$ cat config.mk
export PLATFORM = sky130hd
export DESIGN_NAME = arch_int_delayed_update_tracker_flat
export DESIGN_NICKNAME = d
export VERILOG_FILES = /design/src/rtl/arch_int_delayed_update_tracker_pkg.sv /design/src/rtl/arch_int_delayed_update_tracker_if.sv /design/src/rtl/arch_int_delayed_update_tracker_fifo.sv /design/src/rtl/arch_int_delayed_update_tracker.sv /design/src/flat_wrapper.sv
export SDC_FILE = /design/constraint.sdc
export NUM_CORES = 1
export LEC_CHECK = 0
export CORE_MARGIN = 2
export CORE_UTILIZATION = 60
export DETAILED_ROUTE_END_ITERATION = 8
export GPL_ROUTABILITY_DRIVEN = 0
export PLACE_DENSITY_LB_ADDON = 0.08
export SETUP_SLACK_MARGIN = 0.3
export SLEW_MARGIN = 10
export SYNTH_ARGS = -nofsm -noshare
export SYNTH_HDL_FRONTEND = slang
export SYNTH_HIERARCHICAL = 1
export SYNTH_SLANG_ARGS = --single-unit
$ cat constraint.sdc
create_clock -name clock -period 26.3 [get_ports clock]
set_clock_uncertainty 0.05 [all_clocks]
set_input_delay 5.26 -clock clock [delete_from_list [all_inputs] [get_ports clock]]
set_output_delay 5.26 -clock clock [all_outputs]
set_load 0.005 [all_outputs]
$ cat src/rtl/arch_int_delayed_update_tracker_pkg.sv
// ---------------------------------------------------------------------------
// arch_int_delayed_pkg
// Shared types and constants for the integer delayed-update event tracker.
//   delayed_evt_t : one resolved deferred write {addr, data, nack}
//   NUM_INT_REGS  : width of the pending scoreboard (one bit per x-register)
//   DEFAULT_DEPTH : default event FIFO depth
// ---------------------------------------------------------------------------
package arch_int_delayed_pkg;

    localparam int NUM_INT_REGS  = 32;
    localparam int DEFAULT_DEPTH = 4;

    typedef struct packed {
        logic [4:0]  addr;
        logic [63:0] data;
        logic        nack;
    } delayed_evt_t;

endpackage

$ cat src/rtl/arch_int_delayed_update_tracker_if.sv
// ---------------------------------------------------------------------------
// arch_int_delayed_update_tracker_if
// Bundles the writeback/commit request side and the difftest probe side of
// the tracker.
//   master : core side (drives mark/cmpl/kill/coreid, observes the rest)
//   slave  : tracker side
// Signals: coreid, mark_valid/addr, cmpl_valid/addr/data, kill_valid/addr,
//          cmpl_ready, out_valid/address/data/nack/coreid/index, pending, err
// ---------------------------------------------------------------------------
interface arch_int_delayed_update_tracker_if;
    import arch_int_delayed_pkg::*;

    logic [7:0]              coreid;
    logic                    mark_valid;
    logic [4:0]              mark_addr;
    logic                    cmpl_valid;
    logic [4:0]              cmpl_addr;
    logic [63:0]             cmpl_data;
    logic                    kill_valid;
    logic [4:0]              kill_addr;
    logic                    cmpl_ready;
    logic                    out_valid;
    logic [4:0]              out_address;
    logic [63:0]             out_data;
    logic                    out_nack;
    logic [7:0]              out_coreid;
    logic [7:0]              out_index;
    logic [NUM_INT_REGS-1:0] pending;
    logic                    err;

    modport master (
        output coreid, mark_valid, mark_addr, cmpl_valid, cmpl_addr, cmpl_data,
               kill_valid, kill_addr,
        input  cmpl_ready, out_valid, out_address, out_data, out_nack,
               out_coreid, out_index, pending, err
    );

    modport slave (
        input  coreid, mark_valid, mark_addr, cmpl_valid, cmpl_addr, cmpl_data,
               kill_valid, kill_addr,
        output cmpl_ready, out_valid, out_address, out_data, out_nack,
               out_coreid, out_index, pending, err
    );

endinterface

$ cat src/rtl/arch_int_delayed_update_tracker_fifo.sv
// ---------------------------------------------------------------------------
// delayed_update_fifo
// Dual-push / single-pop FIFO of delayed_evt_t.
//   clock, reset     : clock, synchronous active-high reset (pointers only)
//   push0_i, evt0_i  : first event written this cycle
//   push1_i, evt1_i  : second event, only meaningful together with push0_i
//   pop_i            : remove the head entry (ignored when empty)
//   head_o, empty_o  : current head entry and empty flag
//   free_o           : number of free entries
// ---------------------------------------------------------------------------
module delayed_update_fifo
    import arch_int_delayed_pkg::*;
#(
    parameter int DEPTH = DEFAULT_DEPTH
) (
    input  logic                       clock,
    input  logic                       reset,
    input  logic                       push0_i,
    input  delayed_evt_t               evt0_i,
    input  logic                       push1_i,
    input  delayed_evt_t               evt1_i,
    input  logic                       pop_i,
    output delayed_evt_t               head_o,
    output logic                       empty_o,
    output logic [$clog2(DEPTH):0]     free_o
);

    localparam int PTR_W = $clog2(DEPTH);
    localparam int CNT_W = PTR_W + 1;

    delayed_evt_t     mem_q [DEPTH];
    logic [PTR_W-1:0] wptr_q, wptr_d;
    logic [PTR_W-1:0] rptr_q, rptr_d;
    logic [CNT_W-1:0] cnt_q, cnt_d;
    logic             do_pop;

    // DEPTH is a power of two, so plain pointer overflow wraps modulo DEPTH.
    always_comb begin
        do_pop = pop_i && (cnt_q != '0);
        wptr_d = wptr_q + PTR_W'(push0_i) + PTR_W'(push1_i);
        rptr_d = rptr_q + PTR_W'(do_pop);
        cnt_d  = cnt_q + CNT_W'(push0_i) + CNT_W'(push1_i) - CNT_W'(do_pop);
    end

    always_ff @(posedge clock) begin
        if (reset) begin
            wptr_q <= '0;
            rptr_q <= '0;
            cnt_q  <= '0;
        end else begin
            wptr_q <= wptr_d;
            rptr_q <= rptr_d;
            cnt_q  <= cnt_d;
        end
    end

    // Storage holds data only; validity is tracked by the pointers above.
    always_ff @(posedge clock) begin
        if (push0_i) mem_q[wptr_q]               <= evt0_i;
        if (push1_i) mem_q[wptr_q + PTR_W'(1)]   <= evt1_i;
    end

    assign head_o  = mem_q[rptr_q];
    assign empty_o = (cnt_q == '0);
    assign free_o  = CNT_W'(DEPTH) - cnt_q;

endmodule

$ cat src/rtl/arch_int_delayed_update_tracker.sv
// ---------------------------------------------------------------------------
// arch_int_delayed_update_tracker
// Producer side of the difftest integer delayed-update stream. Keeps a
// scoreboard of x-registers whose commit-time writeback is deferred, matches
// late completions and kills against it, queues one event per resolution and
// drains the queue at one event per cycle into the probe.
//   clock, reset : clock, synchronous active-high reset
//   bus (slave)  : mark/cmpl/kill requests, cmpl_ready, probe outputs,
//                  pending scoreboard, sticky err
// Optional: `define DELAYED_UPDATE_CHECK_EN to build the protocol checker
// driving err; otherwise err is tied low.
// ---------------------------------------------------------------------------
module arch_int_delayed_update_tracker
    import arch_int_delayed_pkg::*;
#(
    parameter int         DEPTH      = DEFAULT_DEPTH,
    parameter logic [7:0] PORT_INDEX = 8'd0
) (
    input  logic                           clock,
    input  logic                           reset,
    arch_int_delayed_update_tracker_if.slave bus
);

    localparam int CNT_W = $clog2(DEPTH) + 1;

    logic [NUM_INT_REGS-1:0] pending_q, pending_d;
    logic                    out_valid_q, out_valid_d;
    delayed_evt_t            out_evt_q, out_evt_d;

    logic                    mark_ok, cmpl_req, kill_req;
    logic                    cmpl_match, kill_match, same_reg;
    logic                    push_c, push_k, push0, push1, cmpl_ready;
    delayed_evt_t            cmpl_evt, kill_evt, evt0, evt1, head;
    logic                    empty;
    logic [CNT_W-1:0]        free;

    always_comb begin
        // x0 is hard-wired zero and never tracked.
        mark_ok  = bus.mark_valid && (bus.mark_addr != '0);
        cmpl_req = bus.cmpl_valid && (bus.cmpl_addr != '0);
        kill_req = bus.kill_valid && (bus.kill_addr != '0);

        // Two free slots are required so a completion and kill can always
        // both land in the same cycle.
        cmpl_ready = (free >= CNT_W'(2));

        // A mark in the same cycle counts as pending (bypass).
        cmpl_match = pending_q[bus.cmpl_addr] || (mark_ok && (bus.mark_addr == bus.cmpl_addr));
        kill_match = pending_q[bus.kill_addr] || (mark_ok && (bus.mark_addr == bus.kill_addr));
        same_reg   = cmpl_req && kill_req && (bus.cmpl_addr == bus.kill_addr);

        // On a same-register collision the kill wins and the completion is dropped.
        push_c = cmpl_ready && cmpl_req && cmpl_match && !same_reg;
        push_k = cmpl_ready && kill_req && kill_match;

        cmpl_evt.addr = bus.cmpl_addr;
        cmpl_evt.data = bus.cmpl_data;
        cmpl_evt.nack = 1'b0;
        kill_evt.addr = bus.kill_addr;
        kill_evt.data = '0;
        kill_evt.nack = 1'b1;

        // Completion always takes the first slot so it drains before the kill.
        evt0  = push_c ? cmpl_evt : kill_evt;
        evt1  = kill_evt;
        push0 = push_c || push_k;
        push1 = push_c && push_k;

        // Set before clear: a resolution in the marking cycle leaves the bit 0.
        pending_d = pending_q;
        if (mark_ok) pending_d[bus.mark_addr] = 1'b1;
        if (push_c)  pending_d[bus.cmpl_addr] = 1'b0;
        if (push_k)  pending_d[bus.kill_addr] = 1'b0;

        // No backpressure on the probe: the output register is consumed every
        // cycle, so it reloads from the head whenever the FIFO holds an event.
        out_valid_d = !empty;
        out_evt_d   = empty ? out_evt_q : head;
    end

    delayed_update_fifo #(
        .DEPTH (DEPTH)
    ) u_fifo (
        .clock   (clock),
        .reset   (reset),
        .push0_i (push0),
        .evt0_i  (evt0),
        .push1_i (push1),
        .evt1_i  (evt1),
        .pop_i   (!empty),
        .head_o  (head),
        .empty_o (empty),
        .free_o  (free)
    );

    always_ff @(posedge clock) begin
        if (reset) begin
            pending_q   <= '0;
            out_valid_q <= 1'b0;
            out_evt_q   <= '0;
        end else begin
            pending_q   <= pending_d;
            out_valid_q <= out_valid_d;
            out_evt_q   <= out_evt_d;
        end
    end

`ifdef DELAYED_UPDATE_CHECK_EN
    logic err_q, err_d, proto_err;

    always_comb begin
        proto_err = (mark_ok && pending_q[bus.mark_addr])
                 || (cmpl_ready && cmpl_req && !cmpl_match)
                 || (cmpl_ready && kill_req && !kill_match)
                 || (!cmpl_ready && (cmpl_req || kill_req));
        err_d = err_q || proto_err;
    end

    always_ff @(posedge clock) begin
        if (reset) err_q <= 1'b0;
        else       err_q <= err_d;
    end

    assign bus.err = err_q;
`else
    assign bus.err = 1'b0;
`endif

    assign bus.cmpl_ready  = cmpl_ready;
    assign bus.out_valid   = out_valid_q;
    assign bus.out_address = out_evt_q.addr;
    assign bus.out_data    = out_evt_q.data;
    assign bus.out_nack    = out_evt_q.nack;
    assign bus.out_coreid  = bus.coreid;
    assign bus.out_index   = PORT_INDEX;
    assign bus.pending     = pending_q;

endmodule

$ cat src/flat_wrapper.sv
// flat-port wrapper written by rule: the top's interface ports become plain ports
module arch_int_delayed_update_tracker_flat import arch_int_delayed_pkg::*;
#(
    parameter int         DEPTH      = DEFAULT_DEPTH,
    parameter logic [7:0] PORT_INDEX = 8'd0
)
  (clock, reset, bus_coreid, bus_mark_valid, bus_mark_addr, bus_cmpl_valid, bus_cmpl_addr, bus_cmpl_data, bus_kill_valid, bus_kill_addr, bus_cmpl_ready, bus_out_valid, bus_out_address, bus_out_data, bus_out_nack, bus_out_coreid, bus_out_index, bus_pending, bus_err);
  arch_int_delayed_update_tracker_if bus_i ();
  input  logic clock;
  input  logic reset;
  input wire logic [$bits(bus_i.coreid)-1:0] bus_coreid;
  input wire logic [$bits(bus_i.mark_valid)-1:0] bus_mark_valid;
  input wire logic [$bits(bus_i.mark_addr)-1:0] bus_mark_addr;
  input wire logic [$bits(bus_i.cmpl_valid)-1:0] bus_cmpl_valid;
  input wire logic [$bits(bus_i.cmpl_addr)-1:0] bus_cmpl_addr;
  input wire logic [$bits(bus_i.cmpl_data)-1:0] bus_cmpl_data;
  input wire logic [$bits(bus_i.kill_valid)-1:0] bus_kill_valid;
  input wire logic [$bits(bus_i.kill_addr)-1:0] bus_kill_addr;
  output wire logic [$bits(bus_i.cmpl_ready)-1:0] bus_cmpl_ready;
  output wire logic [$bits(bus_i.out_valid)-1:0] bus_out_valid;
  output wire logic [$bits(bus_i.out_address)-1:0] bus_out_address;
  output wire logic [$bits(bus_i.out_data)-1:0] bus_out_data;
  output wire logic [$bits(bus_i.out_nack)-1:0] bus_out_nack;
  output wire logic [$bits(bus_i.out_coreid)-1:0] bus_out_coreid;
  output wire logic [$bits(bus_i.out_index)-1:0] bus_out_index;
  output wire logic [$bits(bus_i.pending)-1:0] bus_pending;
  output wire logic [$bits(bus_i.err)-1:0] bus_err;
  assign bus_i.coreid = bus_coreid;
  assign bus_i.mark_valid = bus_mark_valid;
  assign bus_i.mark_addr = bus_mark_addr;
  assign bus_i.cmpl_valid = bus_cmpl_valid;
  assign bus_i.cmpl_addr = bus_cmpl_addr;
  assign bus_i.cmpl_data = bus_cmpl_data;
  assign bus_i.kill_valid = bus_kill_valid;
  assign bus_i.kill_addr = bus_kill_addr;
  assign bus_cmpl_ready = bus_i.cmpl_ready;
  assign bus_out_valid = bus_i.out_valid;
  assign bus_out_address = bus_i.out_address;
  assign bus_out_data = bus_i.out_data;
  assign bus_out_nack = bus_i.out_nack;
  assign bus_out_coreid = bus_i.out_coreid;
  assign bus_out_index = bus_i.out_index;
  assign bus_pending = bus_i.pending;
  assign bus_err = bus_i.err;
  arch_int_delayed_update_tracker #(.DEPTH(DEPTH), .PORT_INDEX(PORT_INDEX)) u_core (.clock(clock), .reset(reset), .bus(bus_i));
endmodule
==> results of run 1 <==
## metrics by stage
| step | hold WS (ns) | util (%) | instance area (um^2) | power [uW] | setup slack (ns) |
|---|---|---|---|---|---|
| 2_1_floorplan | 0.434 | - | 20500 | 1040 | 13.83 |
| 3_3_place_gp | 0.422 | 69.7 | 22500 | 1180 | 15.73 |
| 3_5_place_dp | 0.434 | 69.7 | 22500 | 1190 | 15.73 |
| 4_1_cts | 0.448 | 73.6 | 23800 | 1740 | 15.73 |
| 5_1_grt | 0.462 | 73.6 | 23800 | 1800 | 15.73 |
| 6_report | 0.443 | 73.6 | 23800 | 1730 | 15.73 |
## worst max-delay path by stage
stage	startpoint	end	slack, ns	depth (start not counted)
2_1_floorplan	bus_kill_addr[0]	u_core/u_fifo/mem_q[0][0]	13.83	11
3_3_place_gp	bus_coreid[4]	bus_out_coreid[4]	15.73	0
3_5_place_dp	bus_coreid[4]	bus_out_coreid[4]	15.73	0
4_1_cts	bus_coreid[4]	bus_out_coreid[4]	15.73	0
5_1_grt	bus_coreid[0]	bus_out_coreid[0]	15.73	0
6_report	bus_coreid[0]	bus_out_coreid[0]	15.73	0
## layer usage
layer / vias up / global-route usage (%) / part of all wire (%)
li1: 5703 / - / -
met1: 6229 / 36.1 / 41
met5: - / 0 / 0
met2: 474 / 45.7 / 50
met4: 0 / 7.30 / 1.8
met3: 80 / 4.45 / 6.3
## flip-flops by register name, indices dropped and copies added, names as in the netlist
register and flops:
u_core/bus.out_address 5, u_core/u_fifo/wptr_q 2, u_core/u_fifo/cnt_q 3, u_core/u_fifo/mem_q 280, u_core/u_fifo/rptr_q 2, u_core/bus.out_data 64, u_core/bus.out_valid 1, u_core/bus.out_nack 1
u_core/bus.pending 32
## power by group through the flow
stage               sequential, uW  combinational (uW)  clock (uW)
global placement               765                 416           0
detailed placement             766                 424           0
global route                   759                 457         586
finish                         752                 424         552
floorplan                      745                 291           0
CTS                            754                 427         562
## final cells by class
class	instances	share of cell area, %
clock buffers	68	5.22
clock inverters	9	0.184
inverters	14	0.221
multi-input cells	1106	39.0
flip-flops and latches	390	44.7
well taps	442	2.33
repair buffers	205	8.43
==> results by group, run 1 <==
Worst hold path
  – Hold worst-path end: u_core/bus.out_address[2]
  – Hold depth: 2
  – Hold path startpoint: u_core/bus.out_address[2]
  – Hold crit path type: flip-flop to flip-flop

STA
  – Max Freq: 94.6 MHz
  – Final slew viol count: 0
  – Min Tclk post-route: roughly 11 ns
  – Relative slew margins: under 10%
  – Slew @ Worst Pin: 1.39 ns
  – # setup viols final: 0
  – Final period utilization: 40.2%
  – Hold Violations, Final: 0
  – Fin Setup TNS: 0 ns
  – RSZ-0062 raised after global routing: no

Route
  – Drt drc: 0
  – Post-DR wirelength/cell: around 20 um
  – Via count: about 12000
  – Starting DRC count in detailed routing: 1062
  – Drt total wl: 45600 um
  – DRT Pass-1 Iters: 5
  – Vias per cell: 5.59
  – Remaining antenna violation count: 0

Floorplanning
  – Die height: between 150 and 200 um
  – Initial core utilization: 60.4%
  – Core Area: ~32000 um^2
  – Row count: 66
  – # IOs: roughly 210
  – Die width: 184 um
  – Die area: 34000 um^2

Clock network
  – CTS Sinks: 390
  – Worst-path clk slew: roughly 0.06 ns
  – Resize count post-CTS: 0
  – Clk buf depth: 3
  – CTS H-tree depth: 2
  – Post-CTS setup buffers: 0
  – Clock buffer count from CTS: 42
  – CTS root buf: clkbuf_16
  – Hold Buf Count CTS: 0
  – CTS tree: done
  – Clk Latency, worst-skew pair: between 0.5 and 0.6 ns

Outcome
  – Status: finished, final reports clean

Setup path
  – Worst R2R Path Depth: 12
  – Critical setup path kind: input port to primary output
  – Worst path required time: between 20 and 25 ns
  – Reg2Reg Setup Slack: around 22 ns
  – Worst R2R Start: u_core/u_fifo/cnt_q[1]
  – Critical Path AT: approximately 5.3 ns
  – Startpoint Class: input port
  – Crit Reg-Reg Endpoint: u_core/u_fifo/mem_q[1][37]
  – Crit Path Max Fanout: 1
  – Worst Setup End Kind: primary output

Pwr
  – Clock share of power: 32.0%
  – Peak supply drop: 0.0000577 V
  – Internal Power: 1270 uW
  – Switching part of the total: 26.7%
  – Switching power: approximately 460 uW
  – Seq pwr share: 43.5%
  – Part of the power in combinational logic: between 20 and 25%
  – LEAKAGE: ~0.009 uW
  – PD cells: 72.7 nW/um^2

GRT
  – Largest net degree at the start of global routing: 84
  – Gr usage total: 26.9%
  – Vias in the first global route: about 13000
  – Initial antenna violation count: 0
  – Grt ovf: 0
  – First-pass GRT wire length: 70000 um

Layout
  – Area of the multi-input gates: between 9000 and 10000 um^2
  – Commonest non-fill, non-tap cell in the layout: edfxtp_1
  – Diode count: 0
  – Seq. cell area: 10600 um^2
  – Layout Area Growth over Synthesis: 21.8%
  – Final net count: 1858
  – Share of post-route cells with drive strength above 1: 26.0%
  – Commonest cells after routing, fill and taps aside: edfxtp_1 (280), mux2_2 (279), conb_1 (269), clkdlybuf4s50_1 (186), nor2_1 (109)
  – Filler cell count: 2213
  – Non-filler cells, final: between 2000 and 2500

Placement
  – Detail Placement HPWL: 26600 um
  – I/O Buffers: between 150 and 200
  – Placed cells: 2157

Synthesis
  – Mapped cell area: 19500 um^2
  – Synth Warn #: 6
  – Gate Count Post-Synth: 1362
  – Mean Syn Cell Area: around 14 um^2

Job
  – Maximum capacitance violations: 0
No activity file was read; power rests on OpenSTA's default activity.
==> run 2: changes to the inputs <==
CORE_UTILIZATION = 57   (was 60)
clock period = 10.6 ns   (was 26.3 ns; I/O delays follow)
==> results by group, run 2 (synthesis gave the netlist of run 1 again) <==
Outcome
  – Status: finished, final reports clean

STA
  – Fin Hold WS: about 0.44 ns
  – # setup viols final: 0
  – Relative slew margins: 15.9%
  – Slew @ Worst Pin: 1.26 ns
  – RSZ-0062 raised after global routing: no
  – Fin Setup TNS: 0 ns
  – Hold Violations, Final: 0
  – Min Tclk post-route: 6.92 ns
  – Final worst slack: 3.68 ns
  – Final slew viol count: 0
  – Max Freq: 144 MHz
  – Final period utilization: 65.3%

Clock network
  – CTS root buf: clkbuf_16
  – CTS tree: done
  – Hold Buf Count CTS: 0
  – Worst-path clk slew: 0.06 ns
  – Clk buf depth: 3
  – CTS H-tree depth: 2
  – Clock buffer count from CTS: 43
  – CTS Sinks: 390
  – Clk Latency, worst-skew pair: between 0.5 and 0.6 ns
  – Resize count post-CTS: 0
  – Post-CTS setup buffers: 0

Pwr
  – Switching part of the total: 26.7%
  – Seq pwr share: 42.4%
  – Clock share of power: 33.1%
  – LEAKAGE: 0.00903 uW
  – Switching power: 1160 uW
  – Peak supply drop: roughly 0.00012 V
  – PD cells: between 150 and 200 nW/um^2
  – Internal Power: 3200 uW
  – Part of the power in combinational logic: 24.4%

Route
  – Post-DR wirelength/cell: 20.5 um
  – Vias per cell: 5.59
  – DRT Pass-1 Iters: 5
  – Starting DRC count in detailed routing: 957
  – Via count: 12600
  – Drt drc: 0
  – Remaining antenna violation count: 0
  – Drt total wl: 46000 um

Floorplanning
  – Core Area: 33600 um^2
  – Row count: 67
  – Die area: roughly 36000 um^2
  – Die width: 189 um
  – # IOs: ~210
  – Die height: 189 um
  – Initial core utilization: between 50 and 60%

Layout
  – Diode count: 0
  – Max reg flops: 280
  – Largest reg by FF count: u_core/u_fifo/mem_q
  – Share of post-route cells with drive strength above 1: 26.5%
  – Commonest non-fill, non-tap cell in the layout: edfxtp_1
  – Commonest cells after routing, fill and taps aside: edfxtp_1 (280), mux2_2 (279), conb_1 (269), clkdlybuf4s50_1 (186), nor2_1 (109)
  – Filler cell count: 2399
  – Post-Route Utilization: 71.1%
  – Layout Area Growth over Synthesis: 22.5%
  – Final net count: around 1900

GRT
  – Busiest grt layer: met2
  – GR Util met1: 34.4%
  – Vias in the first global route: approximately 13000
  – First-pass GRT wire length: 72200 um
  – Met2 usage: between 40 and 50%
  – Largest net degree at the start of global routing: 84
  – Grt ovf: 0
  – Initial antenna violation count: 0
  – GR Util met3: 4.23%
  – Gr usage total: 25.9%

Placement
  – Pre-CTS setup slack: around 3.2 ns
  – I/O Buffers: 187
  – Detail Placement HPWL: 27100 um

Setup path
  – Source of the critical timing path: bus_kill_addr[1]
  – Worst Setup End Kind: flip-flop
  – Critical Path AT: around 7.0 ns
  – Crit Path Max Fanout: 41
  – Worst R2R Path Depth: 13
  – Worst path required time: 10.72 ns
  – Critical setup path kind: input port to flip-flop
  – Worst R2R Start: u_core/u_fifo/cnt_q[0]
  – Startpoint Class: input port

Worst hold path
  – Hold depth: 2
  – Hold path startpoint: u_core/bus.out_data[5]
  – Hold crit path type: flip-flop to flip-flop

Job
  – Maximum capacitance violations: 0
-- run 2: cell count changes in the layout (fill, tap and decap cells not counted), sizes merged --
| cell | delta |
|---|---|
| bufinv | +1 |
| buf | +3 |
| clkbuf | -5 |
| clkinv | +7 |
-- run 2: metrics by stage --
stage / cell area, um^2 / std cells / power (uW)
detailed placement: 22500 / 2166 / 2960
global route: 23900 / 2246 / 4570
floorplan: 20500 / 1629 / 2570
finish: 23900 / 2246 / 4370
global placement: 22500 / 2166 / 2940
CTS: 23900 / 2246 / 4410
-- run 2: final timing paths --
path | to | slack, ns
worst max-delay path | u_core/u_fifo/mem_q[0][27] | 3.68
worst min-delay path | u_core/bus.out_data[5] | 0.44
worst max register to register | u_core/u_fifo/mem_q[0][27] | 5.96
worst min register to register | u_core/bus.out_data[5] | 0.44
-- run 2: layout make-up --
class	instances	area, um^2	share of cell area [%]
well taps	448	561	2.34
inverters	14	52.6	0.220
multi-input cells	1106	9260	38.7
clock buffers	63	1260	5.29
clock inverters	17	121	0.508
flip-flops and latches	390	10600	44.4
repair buffers	208	2030	8.48
-- run 2: power by group through the flow --
stage / clock (uW) / sequential [uW] / combinational [uW]
6_report: 1450 / 1850 / 1070
5_1_grt: 1540 / 1870 / 1160
4_1_cts: 1480 / 1860 / 1080
3_5_place_dp: 0 / 1890 / 1070
3_3_place_gp: 0 / 1890 / 1060
2_1_floorplan: 0 / 1850 / 722
-- run 2: critical path: stages --
cell and delay, ns:
clkdlybuf4s50_1 1.07, nor2_1 0.44, a21boi_1 0.20, nand4_1 0.11, nand4_1 0.20, nor2_4 0.17, clkinv_1 0.29, nor2_1 0.57
nand3_4 0.64, buf_4 0.55, o21ai_4 0.12, buf_4 0.49
-- run 2: routing by layer --
layer / part of all wire (%) / wire [um]
met1: 41 / 18800
met2: 50 / 23000
met3: 6.7 / 3060
met4: 2.3 / 1040
met5: 0 / 0
